[config.mk]
export PLATFORM = sky130hd
export DESIGN_NAME = shift_gain_ctrl_48bit
export DESIGN_NICKNAME = d
export VERILOG_FILES = /design/src/rtl/shift_gain_ctrl_48bit.sv
export SDC_FILE = /design/constraint.sdc
export NUM_CORES = 1
export LEC_CHECK = 0
export ABC_CLOCK_PERIOD_IN_PS = 9300
export CAP_MARGIN = 20
export CORE_MARGIN = 4
export CORE_UTILIZATION = 30
export CTS_CLUSTER_SIZE = 24
export DETAILED_ROUTE_END_ITERATION = 6
export DONT_BUFFER_PORTS = 1
export GPL_ROUTABILITY_DRIVEN = 0
export GPL_TIMING_DRIVEN = 0
export SYNTH_ARGS = -nofsm -noshare
export SYNTH_HDL_FRONTEND = slang
export SYNTH_SLANG_ARGS = --single-unit
[constraint.sdc]
create_clock -name clk -period 9.3 [get_ports clk]
set_clock_uncertainty 0.1 [all_clocks]
set_input_delay 0.465 -clock clk [delete_from_list [all_inputs] [get_ports clk]]
set_output_delay 0.465 -clock clk [all_outputs]
set_load 0.01 [all_outputs]
[src/rtl/shift_gain_ctrl_48bit.sv]
// shift_gain_ctrl_48bit: closed-loop shift controller for the 48-to-16-bit truncation stage.
// It tracks the peak magnitude of the 48-bit accumulator stream over each window and picks
// the largest left shift that still leaves HEADROOM guard bits. Gain reduction (attack) is
// immediate. Gain increase (release) is limited to +1 per window.
// Optional build macro SGC_MANUAL_EN adds a manual override (manual_en / manual_shift).
// Pipeline: sample accepted at t, magnitude at t+1, window peak at t+2, target at t+3,
// and scaled_coeff at t+4.
module shift_gain_ctrl_48bit #(
  parameter int WIN_LEN_LOG2 = 10,
  parameter int MAX_SHIFT    = 32,
  parameter int HEADROOM     = 1
) (
  input  logic        clk,
  input  logic        rst,
  input  logic        din_valid,
  input  logic [47:0] din,
  input  logic        freeze,
`ifdef SGC_MANUAL_EN
  input  logic        manual_en,
  input  logic [5:0]  manual_shift,
`endif
  output logic [15:0] scaled_coeff,
  output logic        coeff_valid,
  output logic        overflow_flag
);

  // A zero-length counter is illegal, so keep at least one bit. With WIN_LEN_LOG2=0,
  // every sample closes its own window.
  localparam int CW = (WIN_LEN_LOG2 > 0) ? WIN_LEN_LOG2 : 1;

  logic [CW-1:0] cnt_q, cnt_d;
  logic          last_c;
  logic [47:0]   abs_c;
  logic [5:0]    thr_sh_c;
  logic          ovf_c;

  logic          v1_q, last1_q, ovf1_q;
  logic [47:0]   mag1_q;
  logic [47:0]   peak_q, snap2_q, peak_max_c;
  logic          sticky_q, v2_q, ovf_flag_q;
  logic          v3_q;
  logic [5:0]    tgt3_q, tgt_c;
  logic [5:0]    sc_q, sc_d;
  logic          cv_q, cv_d;

  // Stage-0 combinational work: saturated magnitude, per-sample overflow, and window position.
  always_comb begin
    // NOTE: every variable assigned in a combinational block gets a default first, so no latch can be inferred.
    abs_c    = din;
    thr_sh_c = 6'(47 - int'(sc_q));
    if (din[47]) begin
      // The most negative value has no positive twin, so it saturates.
      abs_c = (din == 48'h8000_0000_0000) ? 48'h7FFF_FFFF_FFFF : 48'(-din);
    end
    ovf_c  = (abs_c >> thr_sh_c) != 48'd0;
    last_c = (WIN_LEN_LOG2 == 0) ? 1'b1 : (cnt_q == CW'((1 << WIN_LEN_LOG2) - 1));
    cnt_d  = (WIN_LEN_LOG2 == 0) ? '0 : cnt_q + 1'b1;
  end

  // Window counter and stage 1 register: these advance only on accepted samples.
  always_ff @(posedge clk) begin
    // NOTE: sequential state uses non-blocking assignments, so every register samples pre-edge values.
    if (rst) begin
      cnt_q   <= '0;
      v1_q    <= 1'b0;
      last1_q <= 1'b0;
      ovf1_q  <= 1'b0;
      mag1_q  <= '0;
    end else begin
      v1_q <= din_valid;
      if (din_valid) begin
        cnt_q   <= cnt_d;
        last1_q <= last_c;
        ovf1_q  <= ovf_c;
        mag1_q  <= abs_c;
      end
    end
  end

  assign peak_max_c = (mag1_q > peak_q) ? mag1_q : peak_q;

  // Stage 2: update the running peak and the sticky overflow. Take a snapshot at window close.
  always_ff @(posedge clk) begin
    if (rst) begin
      peak_q     <= '0;
      snap2_q    <= '0;
      sticky_q   <= 1'b0;
      v2_q       <= 1'b0;
      ovf_flag_q <= 1'b0;
    end else begin
      v2_q <= v1_q & last1_q;
      if (v1_q) begin
        if (last1_q) begin
          snap2_q    <= peak_max_c;
          peak_q     <= '0;
          sticky_q   <= 1'b0;
          ovf_flag_q <= sticky_q | ovf1_q;
        end else begin
          peak_q   <= peak_max_c;
          sticky_q <= sticky_q | ovf1_q;
        end
      end
    end
  end

  // Leading-zero count of the snapshot, then clamp the shift target into 0..MAX_SHIFT.
  always_comb begin
    int lz;
    int t;
    lz = 48;
    for (int i = 0; i < 48; i++) begin
      if (snap2_q[i]) lz = 47 - i;
    end
    t = lz - 1 - HEADROOM;
    if (t < 0) t = 0;
    if (t > MAX_SHIFT) t = MAX_SHIFT;
    tgt_c = 6'(t);
  end

  // Stage 3: register the target for the update stage.
  always_ff @(posedge clk) begin
    if (rst) begin
      v3_q   <= 1'b0;
      tgt3_q <= '0;
    end else begin
      v3_q <= v2_q;
      if (v2_q) tgt3_q <= tgt_c;
    end
  end

  // Stage 4 next state: attack jumps straight to the target, and release steps by one.
  // Freeze or the manual override suppresses the update.
  always_comb begin
    sc_d = sc_q;
    cv_d = 1'b0;
    if (v3_q && !freeze) begin
      cv_d = 1'b1;
      if (tgt3_q < sc_q)      sc_d = tgt3_q;
      else if (tgt3_q > sc_q) sc_d = sc_q + 6'd1;
    end
`ifdef SGC_MANUAL_EN
    if (manual_en) begin
      cv_d = 1'b0;
      sc_d = (int'(manual_shift) > MAX_SHIFT) ? 6'(MAX_SHIFT) : manual_shift;
    end
`endif
  end

  // Stage 4 register: the shift in effect and the evaluation pulse.
  always_ff @(posedge clk) begin
    if (rst) begin
      sc_q <= '0;
      cv_q <= 1'b0;
    end else begin
      sc_q <= sc_d;
      cv_q <= cv_d;
    end
  end

  assign scaled_coeff  = {10'd0, sc_q};
  assign coeff_valid   = cv_q;
  assign overflow_flag = ovf_flag_q;

endmodule
==> metrics, run 1 <==
H-tree levels=4; post-detail-place hpwl=between 30 and 40 mm; startpoint type of the worst setup path=input port; post-CTS setup buffer count=0; vias=14300; DR WL/cell=20.8 um; #FFs+latches synth=approximately 170; DR pass1 iterations=5; Sum Neg Setup Slack=0 ns; Die H=217 um; Mapped Area=approximately 13000 um2; # DRC=0; MaxCap Viol Count=0; clock-pin slew on the worst setup and hold paths=0.07 ns; placed cells=2342; post-synth cell types=84; Ant. Diodes=0; RSZ-0062 raised after global routing=false; Core Util, Final=0.335; layout cells sized above 1=0.0481; most common cell after layout, fill and taps aside=dfxtp_1; Leakage Power=4.71 nW; Layout Area Growth over Synthesis=10.1%; Tcrit/Tclk final=0.531; area used by multi-input combinational logic=8680 um2; port buffer count=0; full die area=roughly 47000 um2; Synth Flop Type=dfxtp_1; Power Density=134 nW/um2; total CTS buffers=17; yosys warns=0; vias in the first global route=13400; CP arrival=5.17 ns; largest net degree at the start of global routing=17; Worst IR Drop VDD=between 100 and 150 uV; Mapped Cells=1748; Vias/cell=6.02; Die Width=approximately 220 um; final total power=0.00194 W; EDFF count, synth=0; Sequential Area=3480 um2; Iter 0 DRT Violations=about 1400; Post-Place Worst Slack=~4.2 ns; Final Net Count=approximately 1900; first-pass GRT wire length=77.0 mm; Root Buffer=clkbuf_16; Final setup viols=0; total gr overflow=0; Post-Route WL=49.4 mm; CP Class=in2reg; total core area=roughly 43000 um2; Hold Violations, Final=0; row count=76; antenna viol nets, final=0; Max Slew Vio Count=0; CP Max Fanout=10; clk_lat worst skew=0.45 ns; CTS Hold Bufs=0; status=complete, no violations; deepest clock path buffer count=2; max frequency=0.202 GHz; commonest cells after routing, fill and taps aside=dfxtp_1 (174), nor2_1 (164), nand2_1 (148), clkbuf_1 (135), o311ai_0 (97); TritonCTS clock tree=done; gr usage total=0.202; Least-Margin Pin Slew=between 1 and 1.5 ns; minimum clock period=between 4 and 5 ns; clock sinks=174; final worst slack=approximately 4.4 ns; initial core utilization=0.304; initial antenna violation count=1; Worst setup EP type=register; final non-filler cell total=2374; Hold Path Class=in2reg; Slew HR=0.279; Layout fillers=4692; Mean Syn Cell Area=7.52 um2; Post-CTS Resized=0; CP Data Required Time=9.53 ns; sequential element share of the synthesized area=0.265; # IOs=70; Async SR Flop Fraction=0
## registers in the layout, indices dropped and copies added, names as in the netlist
signal	count
cnt_q	10
coeff_valid	1
last1_q	1
mag1_q	48
overflow_flag	1
ovf1_q	1
peak_q	48
sc_q	6
snap2_q	48
sticky_q	1
tgt3_q	6
v1_q	1
v2_q	1
v3_q	1
## path summary, 6_finish.rpt
path	startpoint	end	slack (ns)	depth (start not counted)
hold / removal	freeze	coeff_valid	0.20	2
setup reg to reg	snap2_q[0]	tgt3_q[0]	4.38	19
setup / recovery	din[47]	ovf1_q	4.36	13
hold reg to reg	peak_q[47]	peak_q[47]	0.39	1
## stage by stage
stage | hold WS (ns) | instance area, um2
2_1_floorplan | 0.333 | 13200
3_3_place_gp | 0.358 | 13900
3_5_place_dp | 0.360 | 13900
4_1_cts | 0.193 | 14500
5_1_grt | 0.191 | 14500
6_report | 0.198 | 14500
## per-layer routing
metal / GRT usage / part of all wire
met3: 0.0374 / 0.089
met1: 0.270 / 0.42
met2: 0.324 / 0.45
met4: 0.0808 / 0.036
met5: 0 / 0
## power by group
part	total (W)	switching [W]	internal, W
registers	0.000810	0.0000342	0.000776
clock network	0.000686	0.000325	0.000361
logic	0.000439	0.000298	0.000141
total	0.00194	0.000657	0.00128
## cell type report
| class | instances | share of cell area |
|---|---|---|
| plain buffers | 172 | 0.0487 |
| clock buffers | 19 | 0.0313 |
| clock inverters | 13 | 0.00727 |
| inverters | 82 | 0.0213 |
| multi-input cells | 1329 | 0.600 |
| flip-flops and latches | 174 | 0.241 |
| well taps | 585 | 0.0506 |
## kinds of logic after synthesis
| group | synth area share |
|---|---|
| compound gates | 0.271 |
| xor+xnor | 0.0320 |
| fa+ha+maj | 0.0562 |
| buf+inv | 0.0770 |
| flops | 0.265 |
| mux | 0.0220 |
| other cells | 0.000285 |
| simple gates | 0.277 |
## worst max-delay path, stage by stage
cell and delay, ns:
clkbuf_1 0.33, clkbuf_1 0.40, clkbuf_1 0.52, buf_1 0.63, clkbuf_1 0.52, buf_1 0.53, o21ai_0 0.19, a211o_1 0.33
a32oi_1 0.36, a22oi_1 0.15, o31ai_1 0.29, o221ai_1 0.19, o221a_1 0.25
## cells in the mapped netlist, drive strengths merged (58+ instances only)
| master | n | area share |
|---|---|---|
| dfxtp | 174 | 0.27 |
| nor2 | 164 | 0.047 |
| nand2 | 148 | 0.042 |
| clkbuf | 135 | 0.039 |
| o311ai | 97 | 0.065 |
| nand3 | 85 | 0.032 |
| nand4 | 85 | 0.040 |
| inv | 79 | 0.023 |
| or4 | 64 | 0.037 |
| a21oi | 61 | 0.023 |
| ha | 59 | 0.056 |
| o21ai | 58 | 0.022 |
Power figures use the tool's default switching activity.
==> run 2: changes to the inputs <==
Settings changed: ABC_CLOCK_PERIOD_IN_PS 9300 to 4200.
Clock period 9.3 ns to 4.2 ns, I/O delays scaled along.
==> metrics, run 2 (synthesis gave the netlist of run 1 again) <==
RSZ-0062 raised after global routing=true (was false); largest stage delay on the critical path=0.82 ns (was 0.63 ns); Worst setup EP type=register (unchanged); crit path launch=din[2] (was din[47]); Worst R2R End=ovf1_q (was tgt3_q[0]); Layout Area Growth over Synthesis=12.4% (was 10.1%); Max Slew Vio Count=0 (unchanged); CP dominant cell by count=o221ai_1 (was clkbuf_1); setup slack, reg-to-reg=0.16 ns (was 4.38 ns); vias=14500 (was 14300); Tcrit/Tclk final=0.978; vias in the first global route=13400 (about the same); Post-Place Worst Slack=-0.766 ns (was 4.20 ns); total CTS buffers=17 (unchanged); deepest clock path buffer count=2 (unchanged); Sum Neg Setup Slack=0 ns (unchanged); Vias/cell=6.08 (was 6.02); worst-path cell chain=nor4_2 -> nand4_1 -> or4_1 -> clkbuf_1 -> o211ai_1 -> o221ai_1 -> or3_1 -> o21ai_0 -> a22oi_1 -> o31ai_1 -> o221ai_1 -> o221a_1 (was clkbuf_1 -> clkbuf_1 -> clkbuf_1 -> buf_1 -> clkbuf_1 -> buf_1 -> o21ai_0 -> a211o_1 -> a32oi_1 -> a22oi_1 -> o31ai_1 -> o221ai_1 -> o221a_1); Final Net Count=1897 (was 1887); Iter 0 DRT Violations=1676 (was 1432); Leakage Power=4.85 nW (was 4.71 nW); Root Buffer=clkbuf_16 (unchanged); critical path's slowest cell=nor4_2 (was buf_1); initial core utilization=0.304 (unchanged); CP Class=in2reg (unchanged); # IOs=70 (unchanged); # DRC=0 (unchanged); commonest cells after routing, fill and taps aside=dfxtp_1 (170), nor2_1 (161), nand2_1 (148), clkbuf_1 (126), o311ai_0 (96) (was dfxtp_1 (174), nor2_1 (164), nand2_1 (148), clkbuf_1 (135), o311ai_0 (97)); dpl cell area=13900 um2 (unchanged); met1 usage=0.272 (was 0.270); clock sinks=174 (unchanged); status=complete, no violations (unchanged); total gr overflow=0 (unchanged); CP Max Fanout=9 (was 10); Critical Path Sink=ovf1_q (unchanged); Layout fillers=4665 (was 4692); clock-pin slew on the worst setup and hold paths=0.07 ns (about the same); Post-Route WL=50.1 mm (was 49.4 mm); met3 Resource Use GR=0.0363 (was 0.0374); Hold Path Class=in2reg (unchanged); Reg2Reg Depth=12 (was 19); most common cell after layout, fill and taps aside=dfxtp_1 (unchanged); final worst slack=0.0928 ns (was 4.36 ns); Die H=217 um (unchanged); row count=76 (unchanged); initial antenna violation count=1 (unchanged); layout cells sized above 1=0.0745 (was 0.0481); post-route cell area=14800 um2 (was 14500 um2); R2R Path Start=sc_q[1] (was snap2_q[0]); DR WL/cell=21.0 um (was 20.8 um); total core area=43200 um2 (unchanged); Most Crowded Layer GR=met2 (unchanged); Die Width=217 um (unchanged); port buffer count=0 (unchanged); startpoint type of the worst setup path=input port (unchanged); Hold Violations, Final=0 (unchanged); clk_lat worst skew=0.45 ns (about the same); Power Density=291 nW/um2 (was 134 nW/um2); DR pass1 iterations=6 (was 5); met2 GRT Util=0.326 (was 0.324); H-tree levels=4 (unchanged); post-detail-place hpwl=38.8 mm (unchanged); minimum clock period=4.11 ns; largest net degree at the start of global routing=20 (was 17); TritonCTS clock tree=done (unchanged); min-delay src=din[2] (was freeze); MaxCap Viol Count=0 (unchanged); CP arrival=4.34 ns (was 5.17 ns); Hold Path Stages=2 (unchanged); gr usage total=0.203 (was 0.202); CP Data Required Time=4.44 ns (was 9.53 ns); first-pass GRT wire length=77.2 mm (was 77.0 mm); Largest regs=mag1_q: 48 flops, peak_q: 48 flops, snap2_q: 48 flops (unchanged); Ant. Diodes=0 (unchanged); Worst IR Drop VDD=258 uV (was 117 uV); Slew HR=0.329 (was 0.279); max frequency=between 0.2 and 0.25 GHz; full die area=47200 um2 (unchanged); Least-Margin Pin Slew=0.979 ns (was 1.07 ns); Final setup viols=0 (unchanged); Core Util, Final=0.342 (was 0.335); antenna viol nets, final=0 (unchanged)
## run 2: critical path, delay by kind of cell
kind / cells / cell delay (ns)
AO/OA/AOI/OAI: 7 / 1.73
buffers and inverters: 1 / 0.21
AND/OR/NAND/NOR: 4 / 2.19
## run 2: metal layers
layer | up-vias | share of wire | routed length [um]
met2 | 782 | 0.45 | 22500
met1 | 6806 | 0.42 | 21200
met3 | 136 | 0.089 | 4460
met5 | - | 0 | 0
li1 | 6776 | - | -
met4 | 0 | 0.039 | 1950
## run 2: where the power goes
part	total, W	internal (W)	switching [W]
Clock	0.00152	0.000799	0.000723
Combinational	0.000984	0.000320	0.000663
Sequential	0.00179	0.00172	0.0000753
Total	0.00430	0.00284	0.00146
## run 2: repair_timing
action | CTS | global route
buffers inserted | 0 | 7
resized for setup | 19 | 42
endpoints found under the hold margin | 5 | 0
gates cloned | 0 | 0
pin swaps | 1 | 14
hold buffers | 5 | 0
setup endpoints to repair | 101 | 101
## run 2: per-stage QoR
stage	hold WS, ns	cells	total power (W)
floorplan	0.291	1757	0.00246
global placement	0.358	2342	0.00275
detailed placement	0.360	2342	0.00277
CTS	0.00236	2377	0.00428
global route	0.0251	2384	0.00448
finish	0.0103	2384	0.00430
## run 2: cell type report
| class | instances | area (um2) | area share |
|---|---|---|---|
| Clock inverter | 13 | 105 | 0.00712 |
| Inverter | 82 | 312 | 0.0211 |
| Sequential cell | 174 | 3490 | 0.236 |
| Buffer | 170 | 717 | 0.0486 |
| Clock buffer | 19 | 453 | 0.0307 |
| Multi-Input combinational cell | 1329 | 8850 | 0.600 |
| Tap cell | 585 | 732 | 0.0496 |
| Timing Repair Buffer | 12 | 103 | 0.00695 |
## run 2: worst min path at each step
stage                  end  slack (ns)
4_1_cts          mag1_q[2]       0.002
5_1_grt          mag1_q[2]        0.03
3_5_place_dp    peak_q[47]        0.36
3_3_place_gp    peak_q[47]        0.36
2_1_floorplan  coeff_valid        0.29
6_report         mag1_q[2]        0.01
==> run 3: changes to the inputs <==
Settings changed: PLACE_DENSITY from default to 0.45.
==> metrics, run 3 (synthesis gave the netlist of run 1 again) <==
status=complete, no violations (unchanged); Least-Margin Pin Slew=1.02 ns (was 0.979 ns); Largest regs=mag1_q: 48 flops, peak_q: 48 flops, snap2_q: 48 flops (unchanged); Vias/cell=5.90 (was 6.08); Slew HR=0.303 (was 0.329); total CTS buffers=17 (unchanged); vias in the first global route=13900 (was 13400); CP arrival=4.37 ns (was 4.34 ns); deepest clock path buffer count=2 (unchanged); gr usage total=0.226 (was 0.203); TritonCTS clock tree=done (unchanged); post-detail-place hpwl=43.5 mm (was 38.8 mm); Ant. Diodes=0 (unchanged); initial core utilization=0.304 (unchanged); CP Class=reg2reg (was in2reg); Final setup viols=0 (unchanged); Critical Path Sink=tgt3_q[0] (was ovf1_q); Max Slew Vio Count=0 (unchanged); post-route cell area=14900 um2 (was 14800 um2); clock-pin slew on the worst setup and hold paths=0.07 ns (about the same); # IOs=70 (unchanged); Layout fillers=4727 (was 4665); final worst slack=0.126 ns (was 0.0928 ns); Root Buffer=clkbuf_16 (unchanged); Layout Area Growth over Synthesis=13.3% (was 12.4%); clk_lat worst skew=0.45 ns (about the same); startpoint type of the worst setup path=register (was input port); Final Net Count=1898 (was 1897); DR WL/cell=22.8 um (was 21.0 um); Hold Violations, Final=0 (unchanged); antenna viol nets, final=0 (unchanged); dpl cell area=13900 um2 (unchanged); total core area=43200 um2 (unchanged); Worst R2R End=tgt3_q[0] (was ovf1_q); commonest cells after routing, fill and taps aside=dfxtp_1 (170), nor2_1 (161), nand2_1 (148), clkbuf_1 (121), o311ai_0 (96) (was dfxtp_1 (170), nor2_1 (161), nand2_1 (148), clkbuf_1 (126), o311ai_0 (96)); vias=14100 (was 14500); Post-Route WL=54.4 mm (was 50.1 mm); Reg2Reg Depth=19 (was 12); Worst IR Drop VDD=287 uV (was 258 uV); MaxCap Viol Count=0 (unchanged); Power Density=303 nW/um2 (was 291 nW/um2); Worst setup EP type=register (unchanged); row count=76 (unchanged); R2R Path Start=snap2_q[0] (was sc_q[1]); setup slack, reg-to-reg=0.13 ns (was 0.16 ns); most common cell after layout, fill and taps aside=dfxtp_1 (unchanged); initial antenna violation count=0 (was 1); CP Data Required Time=4.50 ns (was 4.44 ns); area used by multi-input combinational logic=8890 um2 (was 8850 um2); full die area=47200 um2 (unchanged); Hold Path Class=in2reg (unchanged); largest net degree at the start of global routing=20 (unchanged); first-pass GRT wire length=83.9 mm (was 77.2 mm); port buffer count=0 (unchanged); RSZ-0062 raised after global routing=true (unchanged); Die Width=217 um (unchanged); Die H=217 um (unchanged); Leakage Power=4.91 nW (was 4.85 nW); max frequency=0.245 GHz (was 0.243 GHz); minimum clock period=4.07 ns (was 4.11 ns); DR pass1 iterations=5 (was 6); H-tree levels=4 (unchanged); Iter 0 DRT Violations=991 (was 1676); # DRC=0 (unchanged); clock sinks=174 (unchanged); crit path launch=snap2_q[0] (was din[2]); CP Max Fanout=4 (was 9); layout cells sized above 1=0.0790 (was 0.0745); Tcrit/Tclk final=0.970 (was 0.978); total gr overflow=0 (unchanged); Post-Place Worst Slack=-1.10 ns (was -0.766 ns); Sequential Area=3490 um2 (about the same)
==> run 3: cell count changes in the layout (fill, tap and decap cells not counted), sizes merged <==
cell and delta:
clkinvlp -1, clkbuf +1, bufinv +4, clkinv -2, buf -1, dlygate4sd3 +2
inv -4
==> run 3: critical path, stage by stage, from the launching register on <==
cell,delay (ns)
dfxtp_4,0.38
nor2_4,0.04
o31ai_4,0.23
a211oi_2,0.11
o31ai_2,0.30
a211o_1,0.18
a211oi_2,0.07
o311ai_2,0.37
a31oi_2,0.19
o211ai_1,0.23
nand3_2,0.16
ha_4,0.21
and3_4,0.15
ha_4,0.25
nor4b_4,0.24
and3_4,0.26
o21ai_4,0.08
nor3_2,0.24
o21ai_2,0.14
nand2_1,0.09
==> run 3: power breakdown <==
part | switching, W | internal, W | total (W)
Sequential | 0.0000726 | 0.00172 | 0.00179
Combinational | 0.000677 | 0.000327 | 0.00100
Clock | 0.000691 | 0.00102 | 0.00171
Total | 0.00144 | 0.00307 | 0.00451
==> run 3: timing repair <==
action                                  in CTS  in global routing
endpoints found under the hold margin        7                  0
cloned                                       0                  0
endpoints found under the setup margin     103                102
gates resized for setup                     29                 48
buffers inserted                             0                  5
hold buffers                                 7                  0
pin swaps                                    1                 15
==> run 3: worst min path at each step <==
stage	cells past startpoint	start	to	slack [ns]
3_3_place_gp	1	peak_q[47]	peak_q[47]	0.36
6_report	3	din_valid	cnt_q[4]	0.02
4_1_cts	3	din_valid	cnt_q[4]	0.005
3_5_place_dp	1	peak_q[47]	peak_q[47]	0.36
2_1_floorplan	2	freeze	coeff_valid	0.29
5_1_grt	4	din_valid	ovf1_q	0.07
==> run 3: area by class of cell <==
type | instances | area share
multi-input combinational | 1329 | 0.597
clock inverter | 10 | 0.0109
clock buffer | 20 | 0.0307
tap | 585 | 0.0492
sequential | 174 | 0.235
inverter | 82 | 0.0209
timing repair buffer | 13 | 0.00757
buffer | 170 | 0.0488
==> run 3: metrics by stage <==
step / util / power, W / instances / hold slack (ns) / setup TNS [ns]
2_1_floorplan: - / 0.00246 / 1757 / 0.291 / 0
3_3_place_gp: 0.322 / 0.00280 / 2342 / 0.356 / -21.21
3_5_place_dp: 0.322 / 0.00280 / 2342 / 0.364 / -22.74
4_1_cts: 0.340 / 0.00452 / 2378 / 0.00468 / -0.123
5_1_grt: 0.345 / 0.00472 / 2383 / 0.0664 / -0.0669
6_report: 0.345 / 0.00451 / 2383 / 0.0204 / 0
==> run 3: layer usage <==
metal / GRT usage / up-vias / wire (um)
met5: 0 / - / 0
met4: 0.0871 / 0 / 1800
met3: 0.0201 / 80 / 2270
met2: 0.401 / 460 / 26900
met1: 0.284 / 6731 / 23400
li1: - / 6787 / -
